[config.mk]
export PLATFORM = sky130hd
export DESIGN_NAME = lock_sequencer
export DESIGN_NICKNAME = d
export VERILOG_FILES = /design/src/rtl/lock_sequencer_pkg.sv /design/src/rtl/lock_sequencer_beeper.sv /design/src/rtl/lock_sequencer.sv
export SDC_FILE = /design/constraint.sdc
export NUM_CORES = 1
export LEC_CHECK = 0
export BUFFER_PORTS_ARGS = -buffer_cell sky130_fd_sc_hd__clkbuf_2
export CAP_MARGIN = 20
export CELL_PAD_IN_SITES_DETAIL_PLACEMENT = 0
export CELL_PAD_IN_SITES_GLOBAL_PLACEMENT = 1
export CORE_MARGIN = 2
export CORE_UTILIZATION = 45
export DETAILED_ROUTE_END_ITERATION = 12
export PLACE_DENSITY = 0.72
export SLEW_MARGIN = 20
export SYNTH_ARGS = -nofsm -noshare
export SYNTH_HDL_FRONTEND = slang
export SYNTH_SLANG_ARGS = --single-unit
export TNS_END_PERCENT = 5
[constraint.sdc]
create_clock -name clk -period 4.41 [get_ports clk]
set_clock_uncertainty 0.2 [all_clocks]
set_input_delay 0.2205 -clock clk [delete_from_list [all_inputs] [get_ports clk]]
set_output_delay 0.2205 -clock clk [all_outputs]
set_load 0.005 [all_outputs]
[src/rtl/lock_sequencer_pkg.sv]
// Shared definitions for the door-lock controller.
//   - lock_state_e : FSM state encodings, visible on lock_state
//   - CMD_OPEN / CMD_CLOSE : meaning of the UART command bit
//   - DEF_* : default timing constants (cycles at 50 MHz)
//   - cnt_width() : width of a counter that must hold every timing value
package lock_sequencer_pkg;

  typedef enum logic [1:0] {
    ST_LOCKED   = 2'd0,
    ST_OPENING  = 2'd1,
    ST_UNLOCKED = 2'd2,
    ST_CLOSING  = 2'd3
  } lock_state_e;

  localparam logic CMD_OPEN  = 1'b1;
  localparam logic CMD_CLOSE = 1'b0;

  localparam int DEF_TRAVEL_CYC    = 25000000;   // 0.5 s servo travel
  localparam int DEF_BEEP_CYC      = 5000000;    // 0.1 s beep / gap
  localparam int DEF_AUTO_LOCK_CYC = 500000000;  // 10 s before relock

  // $clog2 of the largest timing value, never less than one bit.
  function automatic int cnt_width(input int a, input int b, input int c);
    int m;
    m = a;
    if (b > m) m = b;
    if (c > m) m = c;
    return (m <= 2) ? 1 : $clog2(m);
  endfunction

endpackage

[src/rtl/lock_sequencer_beeper.sv]
// Buzzer pattern generator.
//   clk, rst   : clock, asynchronous active-low reset
//   start_i    : begin a new pattern (overrides abort_i and any running one)
//   count_i    : number of beeps, 1 or 2
//   abort_i    : stop immediately, buzzer silent
//   buzzer_o   : active-low buzzer drive (registered), low for BEEP_CYC per
//                beep with a BEEP_CYC gap between beeps
module lock_sequencer_beeper #(
  parameter int BEEP_CYC = 4,
  parameter int CW       = 8
) (
  input  logic       clk,
  input  logic       rst,
  input  logic       start_i,
  input  logic [1:0] count_i,
  input  logic       abort_i,
  output logic       buzzer_o
);

  localparam logic [CW-1:0] BEEP_LAST = CW'(BEEP_CYC - 1);

  // Phases alternate beep (even) / gap (odd); last_q is the final beep phase.
  logic          run_q;
  logic [CW-1:0] cnt_q;
  logic [1:0]    phase_q;
  logic [1:0]    last_q;
  logic          buzzer_q;

  // NOTE: state registers use non-blocking assignments so every register
  // samples the pre-edge values, independent of statement order.
  always_ff @(posedge clk or negedge rst) begin
    if (!rst) begin
      run_q    <= 1'b0;
      cnt_q    <= '0;
      phase_q  <= 2'd0;
      last_q   <= 2'd0;
      buzzer_q <= 1'b1;
    end else if (start_i) begin
      run_q    <= 1'b1;
      cnt_q    <= '0;
      phase_q  <= 2'd0;
      last_q   <= (count_i == 2'd2) ? 2'd2 : 2'd0;
      buzzer_q <= 1'b0;
    end else if (abort_i) begin
      run_q    <= 1'b0;
      cnt_q    <= '0;
      buzzer_q <= 1'b1;
    end else if (run_q) begin
      if (cnt_q == BEEP_LAST) begin
        cnt_q <= '0;
        if (phase_q == last_q) begin
          run_q    <= 1'b0;
          buzzer_q <= 1'b1;
        end else begin
          phase_q  <= phase_q + 2'd1;
          // Leaving an even (beep) phase enters a gap, and vice versa.
          buzzer_q <= ~phase_q[0];
        end
      end else begin
        cnt_q <= cnt_q + 1'b1;
      end
    end
  end

  assign buzzer_o = buzzer_q;

endmodule

[src/rtl/lock_sequencer.sv]
// Door-lock sequencer: arbitrates UART and push-button requests, drives the
// servo position select, times servo travel and auto-relock, and triggers
// buzzer feedback (one beep opening, two beeps closing).
//   clk, rst        : 50 MHz clock, asynchronous active-low reset
//   uart_cmd_valid  : 1-cycle pulse, uart_cmd valid (1=open, 0=close)
//   btn_toggle      : 1-cycle pulse from debounced button, toggles the lock
//   pos_sel         : servo target, 0=locked, 1=open
//   buzzer          : active-low buzzer drive
//   busy            : servo travelling (OPENING/CLOSING)
//   lock_state      : current state encoding (lock_state_e)
//   req_reject      : 1-cycle pulse, a request was dropped
// All outputs are registered.
module lock_sequencer
  import lock_sequencer_pkg::*;
#(
  parameter int TRAVEL_CYC    = DEF_TRAVEL_CYC,
  parameter int BEEP_CYC      = DEF_BEEP_CYC,
  parameter int AUTO_LOCK_CYC = DEF_AUTO_LOCK_CYC
) (
  input  logic       clk,
  input  logic       rst,
  input  logic       uart_cmd_valid,
  input  logic       uart_cmd,
  input  logic       btn_toggle,
  output logic       pos_sel,
  output logic       buzzer,
  output logic       busy,
  output logic [1:0] lock_state,
  output logic       req_reject
);

  if (TRAVEL_CYC < 1 || BEEP_CYC < 1 || AUTO_LOCK_CYC < 1 ||
      TRAVEL_CYC < 3 * BEEP_CYC) begin : g_bad_params
    $error("lock_sequencer: need all timings >= 1 and TRAVEL_CYC >= 3*BEEP_CYC");
  end

  localparam int            CW          = cnt_width(TRAVEL_CYC, BEEP_CYC, AUTO_LOCK_CYC);
  localparam logic [CW-1:0] TRAVEL_LAST = CW'(TRAVEL_CYC - 1);
  localparam logic [CW-1:0] AUTO_LAST   = CW'(AUTO_LOCK_CYC - 1);

  lock_state_e   state_q, state_d;
  logic [CW-1:0] cnt_q;  // travel time in OPENING/CLOSING, relock timer in UNLOCKED
  logic          pos_sel_q, busy_q, req_reject_q;

  logic       want_open, want_close, reject_d, cnt_restart;
  logic       entering, start_beep, abort_beep;
  logic [1:0] beep_count;

  // NOTE: every signal driven here gets a default first, so no path can
  // leave it unassigned and infer a latch.
  always_comb begin
    want_open   = 1'b0;
    want_close  = 1'b0;
    reject_d    = 1'b0;
    cnt_restart = 1'b0;
    state_d     = state_q;

    // UART beats the button; the button's meaning depends on the lock state.
    if (state_q == ST_OPENING || state_q == ST_CLOSING) begin
      reject_d = uart_cmd_valid | btn_toggle;
    end else if (uart_cmd_valid) begin
      want_open  = (uart_cmd == CMD_OPEN);
      want_close = (uart_cmd == CMD_CLOSE);
      reject_d   = btn_toggle;
    end else if (btn_toggle) begin
      want_open  = (state_q == ST_LOCKED);
      want_close = (state_q == ST_UNLOCKED);
    end

    unique case (state_q)
      ST_LOCKED:   if (want_open) state_d = ST_OPENING;
      ST_OPENING:  if (cnt_q == TRAVEL_LAST) state_d = ST_UNLOCKED;
      ST_UNLOCKED: begin
        // Expiry and close may coincide; both lead to one CLOSING entry.
        if (cnt_q == AUTO_LAST || want_close) state_d = ST_CLOSING;
        else if (want_open)                   cnt_restart = 1'b1;
      end
      ST_CLOSING:  if (cnt_q == TRAVEL_LAST) state_d = ST_LOCKED;
      default:     state_d = ST_LOCKED;
    endcase

    entering   = (state_d != state_q);
    start_beep = entering && (state_d == ST_OPENING || state_d == ST_CLOSING);
    beep_count = (state_d == ST_CLOSING) ? 2'd2 : 2'd1;
    abort_beep = entering && (state_q == ST_OPENING || state_q == ST_CLOSING);
  end

  always_ff @(posedge clk or negedge rst) begin
    if (!rst) begin
      state_q      <= ST_LOCKED;
      cnt_q        <= '0;
      pos_sel_q    <= 1'b0;
      busy_q       <= 1'b0;
      req_reject_q <= 1'b0;
    end else begin
      state_q      <= state_d;
      // Held at zero while LOCKED, cleared on every state entry.
      cnt_q        <= (entering || cnt_restart || state_d == ST_LOCKED) ? '0 : cnt_q + 1'b1;
      pos_sel_q    <= (state_d == ST_OPENING || state_d == ST_UNLOCKED);
      busy_q       <= (state_d == ST_OPENING || state_d == ST_CLOSING);
      req_reject_q <= reject_d;
    end
  end

  lock_sequencer_beeper #(
    .BEEP_CYC (BEEP_CYC),
    .CW       (CW)
  ) u_beeper (
    .clk      (clk),
    .rst      (rst),
    .start_i  (start_beep),
    .count_i  (beep_count),
    .abort_i  (abort_beep),
    .buzzer_o (buzzer)
  );

  assign pos_sel    = pos_sel_q;
  assign busy       = busy_q;
  assign lock_state = state_q;
  assign req_reject = req_reject_q;

endmodule

==> results of run 1 <==
repair_timing:
item                                   CTS  global route
endpoints found under the hold margin   36             0
gates resized for setup                  0             0
hold buffers                             3             0
buffers inserted                         0             0
worst register-to-register path, stage by stage, from the launching register on:
cell     delay, ns
dfrtp_1       0.42
or4b_1        0.52
or4_1         0.54
or4_1         0.63
xnor2_1       0.30
inv_1         0.08
ha_1          0.17
or3_1         0.53
buf_4         0.28
a21oi_1       0.14
power by group through the flow:
stage               sequential, W  combinational (W)  clock [W]
global route             0.000809           0.000222   0.000544
global placement         0.000803           0.000185          0
detailed placement       0.000805           0.000189          0
floorplan                0.000780           0.000142          0
finish                   0.000795           0.000189   0.000511
CTS                      0.000794           0.000193   0.000523
state kept, by name, summed over array words and instances (netlist names):
| name | flops |
|---|---|
| u_beeper.phase_q | 2 |
| lock_state | 1 |
| u_beeper.cnt_q | 29 |
| u_beeper.last_q | 1 |
| u_beeper.run_q | 1 |
| req_reject | 1 |
| cnt_q | 29 |
| pos_sel | 1 |
| busy | 1 |
| u_beeper.buzzer_o | 1 |
metal layers:
metal / vias to the layer above / track usage, %
li1: 1419 / -
met1: 1361 / 26.01
met2: 40 / 31.28
met3: 17 / 2.659
met4: 0 / 8.701
met5: - / 0
cells in the final DEF, fill, tap and decap left out, drive strengths merged, types with 3 or more instances in the layout:
master,instances
nor2,45
nor4b,4
nand3,21
or4,15
and2,5
nand2,34
and3,11
o31ai,9
a21oi,32
xor2,19
nor4,5
inv,7
clkbuf,20
or3,21
o21ai,19
nand4,15
xnor2,10
nor3,4
dfrtp,66
ha,4
dlygate4sd3,3
buf,5
through the flow:
step	instances	cell area [µm²]	setup slack, ns	hold slack, ns
2_1_floorplan	386	3568	0.8948	-0.2751
3_3_place_gp	487	3706	0.6612	0.1997
3_5_place_dp	487	3706	0.5379	0.2038
4_1_cts	505	3929	0.5184	0.1526
5_1_grt	505	3929	0.3458	0.2069
6_report	505	3929	0.5401	0.1586
cells by family after synthesis:
group | after synthesis | share of synthesized area, %
AND/OR/NAND/NOR | 192 | 29.00
AO/OA/AOI/OAI | 69 | 11.85
flip-flops | 67 | 47.02
XOR/XNOR | 29 | 7.118
buffers and inverters | 22 | 2.700
adder cells (fa/ha/maj) | 5 | 1.683
multiplexers | 2 | 0.6311
worst max-delay path by stage:
stage	from	end	cells after the start
after floorplan	cnt_q[6]	cnt_q[19]	11
after global placement	cnt_q[6]	cnt_q[27]	9
after detailed placement	cnt_q[6]	cnt_q[27]	9
after CTS	cnt_q[6]	cnt_q[27]	9
after global routing	busy	cnt_q[28]	9
final	cnt_q[6]	cnt_q[27]	9
cell type report:
cell class	count	share of cell area, %
Inverter	7	0.6688
Clock buffer	11	3.599
Timing Repair Buffer	17	2.803
Sequential cell	67	42.71
Clock inverter	4	1.306
Tap cell	102	3.248
Multi-Input combinational cell	297	45.67
==> impl_results.md, run 1 <==
- Post-synth ARST share: 100.0%
- Unrepaired setup endpoints after global routing: false
- Worst endpoint required time: 4.48 ns
- Drt total wl: 7.693 mm
- Reg clk slew, reported paths: 0.07 ns
- H-Tree Level Count: 3
- Area grow syn2layout: 10.10%
- Layout Nets: 408
- Largest stage delay on the critical path: 0.63 ns
- NetSw: 0.0004315 W
- Setup-failing EPs final: 0
- Minimum clock period: 3.870 ns
- Critical path class: flip-flop to flip-flop
- Clock power share: 34.2%
- R2r startpoint: cnt_q[6]
- Met3 WL: 164 µm
- Final Hold Violating Endpoints: 0
- Hold path depth: 3
- Synthesized area per cell: 9.245 µm²
- IO Count: 11
- Register area share after synthesis: 47.02%
- Min-delay worst type: input port to flip-flop
- Post-synth EDFFs: 0
- #FFs+latches synth: 67
- Area contributors post-synth: dfrtp_1 (46%), nor2_1 (4.7%), xor2_1 (4.7%)
- Slew Limit Headroom: 37.96%
- Effective utilization at floorplan: 46.42%
- GRT Residual Overflow: 0
- R2R Setup Slk: 0.54 ns
- Crit path cell chain: or4b_1, or4_1, or4_1, xnor2_1, inv_1, ha_1, or3_1, buf_4, a21oi_1
- GRT Util Overall: 19.35%
- Sw Share: 28.88%
- CP bufs+invs: 2
- Row count: 32
- Final max-slew violation count: 0
- Multi-input gate area: 1794 µm²
- DRT antenna net count: 0
- Reg2Reg Depth: 9
- CTS Root Cell: clkbuf_8
- Worst skew pair latency: 0.34 ns
- Max Buffers Root-to-Sink: 2
- Met2 wire length: 3.581 mm
- Largest area contributor in the netlist: dfrtp_1
- Die height: 93.05 µm
- Share of the synthesized area in the top cell type: 46.28%
- Top_reg_cell synth: dfrtp_1
- Top Metal Used: met4
- CTS Buf Count: 9
- Share of layout cells above drive strength 1: 9.181%
- Post-synthesis cell area: 3568 µm²
- Warnings from Yosys: 0
- Syn Inst Count: 386
- Final Util: 51.11%
- Via count: 2837
- Max cap viols: 0
- Most instantiated cells after synthesis: dfrtp_1 (66), nor2_1 (45), nand2_1 (34), a21oi_1 (32)
- P_int: 0.001063 W
- Distinct cells, synth: 46
- DRC: 0
- Initial antenna violation count: 0
- Fillcell total: 762
- Clock Sinks: 67
- Pin count of the biggest net entering global routing: 54
- Flop pwr share: 53.2%
- DRT met1 WL: 3.729 mm
- Diode count: 0
- Worst slew pin tran: 0.9221 ns
- Routed wire length per instance: 15.23 µm
- First-pass GRT wire length: 13.20 mm
- Worst VDD drop: 0.1712 mV
- IO buf count: 10
- Hold Crit Start: uart_cmd
- Fmax: 258.4 MHz
- Router iterations before antenna repair: 4
- Die width: 93.05 µm
- Status: finished clean
- Startpoint Class: flip-flop
- P_leak: 1.615 nW
- Core Area: 7687 µm²
- Vias per inst: 5.618
- DP HPWL: 5.309 mm
- CP Max Fanout: 19
- Combinational Power Share: 12.6%
- TritonCTS clock tree: built
- Crit-path slowest cell: or4_1
- GP Congestion: 0.7703
- 1st-iter DRT viols: 100
- Post-Synthesis Net Count: 395
- Final setup TNS: 0 ns
- Worst R2R End: cnt_q[27]
- Arrival @ worst endpoint: 3.94 ns
- Vias in the first global route: 2780
- Nature of the critical path endpoint: flip-flop
- Register area: 1678 µm²
- Die ar.: 8658 µm²
- Most frequent cell on the critical path: or4_1
- Count leader, synth: dfrtp_1
- Tot Pwr: 0.001494 W
- CP top delay family: simple AND/OR/NAND/NOR gates
- Hold Path End: busy
- P per Cell Area: 380.4 nW/µm²
- Fin crit share: 87.75%
Power figures use the tool's default switching activity.
==> run 2, diff against run 1 <==
--- a/config.mk
+++ b/config.mk
@@ -7,7 +7,7 @@
 export LEC_CHECK = 0
 export BUFFER_PORTS_ARGS = -buffer_cell sky130_fd_sc_hd__clkbuf_2
 export CAP_MARGIN = 20
-export CELL_PAD_IN_SITES_DETAIL_PLACEMENT = 0
+export CELL_PAD_IN_SITES_DETAIL_PLACEMENT = 1
 export CELL_PAD_IN_SITES_GLOBAL_PLACEMENT = 1
 export CORE_MARGIN = 2
 export CORE_UTILIZATION = 45
==> impl_results.md, run 2 (same netlist as run 1, synthesis figures left out) <==
- Initial antenna violation count: 0
- Min-delay worst type: input port to flip-flop
- Vias per inst: 5.785
- Commonest cells after routing, fill and taps aside: dfrtp_1 (66), nor2_1 (45), nand2_1 (34)
- Area grow syn2layout: 10.52%
- Arrival @ worst endpoint: 3.96 ns
- Postcts setup bufs: 0
- GRT Util Overall: 21.84%
- Fin crit share: 88.25%
- Die ar.: 8658 µm²
- # hold bufs at CTS: 3
- Effective utilization at floorplan: 46.42%
- P_leak: 1.626 nW
- Nature of the critical path endpoint: flip-flop
- Max Buffers Root-to-Sink: 2
- Post_cts resized: 0
- Final setup margin: 0.5181 ns
- Max cap viols: 0
- Die width: 93.05 µm
- Status: finished clean
- Vias in the first global route: 3025
- Biggest regs: cnt_q x29, u_beeper.cnt_q x29, u_beeper.phase_q x2
- DRT antenna net count: 0
- Worst skew pair latency: 0.35 ns
- R2R Setup Slk: 0.52 ns
- CTS Buf Count: 9
- DP HPWL: 5.952 mm
- Critical path class: flip-flop to flip-flop
- Diode count: 0
- Via count: 2927
- IO buf count: 10
- Startpoint Class: flip-flop
- DRC: 0
- Worst VDD drop: 0.1920 mV
- GRT Residual Overflow: 0
- Worst R2R End: cnt_q[17]
- Worst endpoint required time: 4.48 ns
- First-pass GRT wire length: 14.75 mm
- Routed wire length per instance: 16.92 µm
- H-Tree Level Count: 3
- Unrepaired setup endpoints after global routing: false
- Register area: 1678 µm²
- Multi-input gate area: 1794 µm²
- WHS: 0.1655 ns
- Layout Nets: 408
- Share of layout cells above drive strength 1: 9.158%
- CP Max Fanout: 19
- Core Area: 7687 µm²
- CTS Root Cell: clkbuf_8
- Pin count of the biggest net entering global routing: 54
- 1st-iter DRT viols: 72
- Fillcell total: 909
- R2r startpoint: cnt_q[6]
- Router iterations before antenna repair: 4
- Worst Setup SP: cnt_q[6]
- Worst slew pin tran: 0.9973 ns
- Worst setup path end: cnt_q[17]
- Final Hold Violating Endpoints: 0
- Slew Limit Headroom: 32.90%
- Reg clk slew, reported paths: 0.07 ns
- Post-placement setup slack: 0.5040 ns
- Clock Sinks: 67
- TritonCTS clock tree: built
- Drt total wl: 8.564 mm
- Commonest non-fill, non-tap cell in the layout: dfrtp_1
- Tot Pwr: 0.001537 W
- Fmax: 256.9 MHz
- Minimum clock period: 3.892 ns
- IO Count: 11
- GP Congestion: 0.7703
- Final setup TNS: 0 ns
- Setup-failing EPs final: 0
- P per Cell Area: 389.8 nW/µm²
- Final max-slew violation count: 0
- Die height: 93.05 µm
- Row count: 32
- Reg2Reg Depth: 9
[run 2: changes by cell type in the layout (fill, tap and decap cells not counted)]
| cell | change |
|---|---|
| clkbuf_1 | +1 |
| clkbuf_8 | +2 |
| clkinvlp_4 | -1 |
| clkinv_4 | -1 |
[run 2: metal layers]
layer	part of all wire, %	wire length, µm	track usage (%)	vias to the layer above
li1	-	-	-	1423
met1	46	3898	28.27	1459
met2	50	4318	36.59	31
met3	2.4	207	3.304	14
met4	1.6	140	9.314	0
met5	0	0	0	-
[run 2: worst min-delay path by stage]
stage	from	endpoint	slack, ns	cells past startpoint
after detailed placement	rst	u_beeper.cnt_q[8]	0.20	1
final	uart_cmd	busy	0.17	3
after global placement	rst	u_beeper.cnt_q[9]	0.20	1
after CTS	uart_cmd	busy	0.15	3
after floorplan	rst	busy	-0.28	0
after global routing	uart_cmd	busy	0.20	3
[run 2: area by class of cell]
| type | instances | area share, % |
|---|---|---|
| multi-input cells | 297 | 45.49 |
| flip-flops and latches | 67 | 42.54 |
| clock buffers | 14 | 4.378 |
| well taps | 102 | 3.236 |
| repair buffers | 17 | 2.792 |
| clock inverters | 2 | 0.8883 |
| inverters | 7 | 0.6662 |
[run 2: worst max-delay path, cell delays in order, from the launching register on]
cell     delay, ns
dfrtp_1       0.42
or4b_1        0.51
or4_1         0.53
or4_1         0.63
xnor2_1       0.33
inv_1         0.08
ha_1          0.18
or3_1         0.52
buf_4         0.27
nor2_1        0.14
[run 2: report_power, final]
| part | switching, W | internal (W) |
|---|---|---|
| logic | 0.000102 | 0.0000891 |
| clock network | 0.000242 | 0.000308 |
| registers | 0.0000966 | 0.000700 |
| total | 0.000441 | 0.00110 |
[run 2: per-stage QoR]
step                std cells  instance area, µm²  util (%)
global route              506                3944     51.30
detailed placement        487                3706     48.21
CTS                       506                3944     51.30
global placement          487                3706     48.21
finish                    506                3944     51.30
floorplan                 386                3568         -
==> run 3, diff against run 2 <==
--- a/config.mk
+++ b/config.mk
@@ -5,6 +5,7 @@
 export SDC_FILE = /design/constraint.sdc
 export NUM_CORES = 1
 export LEC_CHECK = 0
+export ABC_AREA = 1
 export BUFFER_PORTS_ARGS = -buffer_cell sky130_fd_sc_hd__clkbuf_2
 export CAP_MARGIN = 20
 export CELL_PAD_IN_SITES_DETAIL_PLACEMENT = 1
@@ -12,7 +13,7 @@
 export CORE_MARGIN = 2
 export CORE_UTILIZATION = 45
 export DETAILED_ROUTE_END_ITERATION = 12
-export PLACE_DENSITY = 0.72
+export PLACE_DENSITY = 0.76
 export SLEW_MARGIN = 20
 export SYNTH_ARGS = -nofsm -noshare
 export SYNTH_HDL_FRONTEND = slang
==> impl_results.md, run 3 <==
- Share of layout cells above drive strength 1: 7.412%
- Worst endpoint required time: 4.48 ns
- DP HPWL: 10.74 mm
- H-Tree Level Count: 3
- Distinct cells, synth: 28
- Initial antenna violation count: 0
- Count leader, synth: nand2_1
- Worst slew pin tran: 1.049 ns
- #FFs+latches synth: 67
- Fillcell total: 1403
- Multi-input gate area: 2710 µm²
- Register area: 1678 µm²
- Register area share after synthesis: 34.75%
- Syn Inst Count: 735
- Router iterations before antenna repair: 4
- Critical path class: flip-flop to flip-flop
- Final Hold Violating Endpoints: 0
- Routed wire length per instance: 16.95 µm
- Area contributors post-synth: dfrtp_1 (34%), nand2_1 (16%), nor2_1 (12%)
- Clock Sinks: 67
- Die ar.: 11570 µm²
- Status: finished clean
- Met3 WL: 295 µm
- Layout Nets: 746
- DRT met1 WL: 6.309 mm
- Row count: 37
- 1st-iter DRT viols: 214
- CP Max Fanout: 30
- Minimum clock period: 3.590 ns
- P per Cell Area: 227.4 nW/µm²
- Share of the synthesized area in the top cell type: 34.21%
- Nature of the critical path endpoint: flip-flop
- IO Count: 11
- Met2 wire length: 7.906 mm
- Commonest non-fill, non-tap cell in the layout: nand2_1
- Largest area contributor in the netlist: dfrtp_1
- Slew Limit Headroom: 30.01%
- Via count: 4750
- GP Congestion: 0.9227
- First-pass GRT wire length: 25.12 mm
- Setup-failing EPs final: 0
- Worst Setup SP: cnt_q[0]
- Vias per inst: 5.410
- Area grow syn2layout: 7.230%
- Max cap viols: 0
- Drt total wl: 14.88 mm
- Post-synth EDFFs: 0
- Vias in the first global route: 5093
- Final setup TNS: 0 ns
- Final max-slew violation count: 0
- Most instantiated cells after synthesis: nand2_1 (202), nor2_1 (148), inv_1 (81), dfrtp_1 (66), nand4_1 (44)
- Die width: 107.6 µm
- Hold Crit Start: uart_cmd_valid
- Warnings from Yosys: 0
- TritonCTS clock tree: built
- Worst VDD drop: 0.1474 mV
- Min-delay worst type: input port to flip-flop
- Top Metal Used: met4
- Die height: 107.6 µm
- Startpoint Class: flip-flop
- GRT Residual Overflow: 0
- IO buf count: 10
- Post-synthesis cell area: 4828 µm²
- Tot Pwr: 0.001178 W
- Pin count of the biggest net entering global routing: 68
- Effective utilization at floorplan: 46.56%
- Synthesized area per cell: 6.569 µm²
- Commonest cells after routing, fill and taps aside: nand2_1 (202), nor2_1 (148), inv_1 (81)
- DRC: 0
- R2r startpoint: cnt_q[0]
- CTS Buf Count: 9
- Post-Synthesis Net Count: 744
- Arrival @ worst endpoint: 3.66 ns
- Fin crit share: 81.40%
- Post-synth ARST share: 100.0%
- Max Buffers Root-to-Sink: 2
- Reg clk slew, reported paths: 0.08 ns
- Biggest regs: cnt_q x29, u_beeper.cnt_q x29, u_beeper.phase_q x2
- DRT antenna net count: 0
- P_leak: 2.328 nW
- Fmax: 278.6 MHz
- GRT Util Overall: 27.82%
- Core Area: 10370 µm²
- Diode count: 0
- CTS Root Cell: clkbuf_8
- Top_reg_cell synth: dfrtp_1
- Worst skew pair latency: 0.37 ns
- Unrepaired setup endpoints after global routing: false
run 3: path summary, 6_finish.rpt:
check                                      to  slack (ns)  cells past startpoint
max                                 cnt_q[17]        0.82                     12
min reg2reg                 u_beeper.buzzer_o        0.29                      2
max in group asynchronous      u_beeper.run_q        3.11                      2
max reg2reg                         cnt_q[17]        0.82                     12
min                                      busy        0.25                      6
min in group asynchronous  u_beeper.cnt_q[20]        0.31                      2
run 3: final cells by class:
cell class	count	share of cell area (%)
clock buffer	10	2.658
sequential	67	32.41
clock inverter	6	1.257
tap	136	3.287
multi-input combinational	561	52.34
timing repair buffer	17	2.175
inverter	81	5.872
run 3: cells by family (layout without fill, tap and decap cells):
family                     after synthesis  in the layout  share of synthesized area [%]
buffers and inverters                  107            114                          9.121
DFF                                     67             67                          34.75
adders and majority gates                4              4                          1.037
xor gates and xnor gates                28             28                          5.079
and+or+nand+nor                        486            486                          44.10
AOI/OAI and AO/OA                       43             43                          5.908
run 3: where the power goes:
part / switching (W) / leakage [nW] / internal [W]
sequential: 0.0000000940 / 0.864 / 0.000614
clock: 0.000267 / 0.102 / 0.000276
combinational: 0.0000154 / 1.36 / 0.00000416
total: 0.000283 / 2.33 / 0.000895
run 3: per-layer routing:
layer / vias up / track usage [%]
li1: 2357 / -
met5: - / 0
met4: 0 / 10.90
met3: 30 / 4.540
met1: 2303 / 31.47
met2: 60 / 51.71
run 3: per-stage QoR:
| step | worst slack (ns) | hold WS, ns | utilization (%) | instances | instance area [µm²] |
|---|---|---|---|---|---|
| finish | 0.8201 | 0.2535 | 49.93 | 878 | 5177 |
| global route | 0.4057 | 0.2983 | 49.93 | 878 | 5177 |
| CTS | 0.7616 | 0.2301 | 49.93 | 878 | 5177 |
| detailed placement | 0.8012 | 0.2051 | 47.68 | 859 | 4945 |
| global placement | 0.9944 | 0.1951 | 47.68 | 859 | 4945 |
| floorplan | 1.889 | -0.2751 | - | 735 | 4828 |
run 3: what timing repair did:
action / in CTS / in global routing
hold buffers: 3 / 0
setup endpoints to repair: 0 / 0
gates resized for setup: 0 / 0
endpoints found under the hold margin: 67 / 0
setup buffers: 0 / 0
run 3: critical path, cell delays in order (launching register included):
cell,delay (ns)
dfrtp_1,0.44
ha_1,0.26
nand3_2,0.19
nor2_4,0.18
nand3_2,0.11
nor2_4,0.13
buf_4,0.35
xor2_1,0.30
inv_1,0.08
ha_1,0.18
inv_1,0.06
nand4_2,0.69
nor2_1,0.31
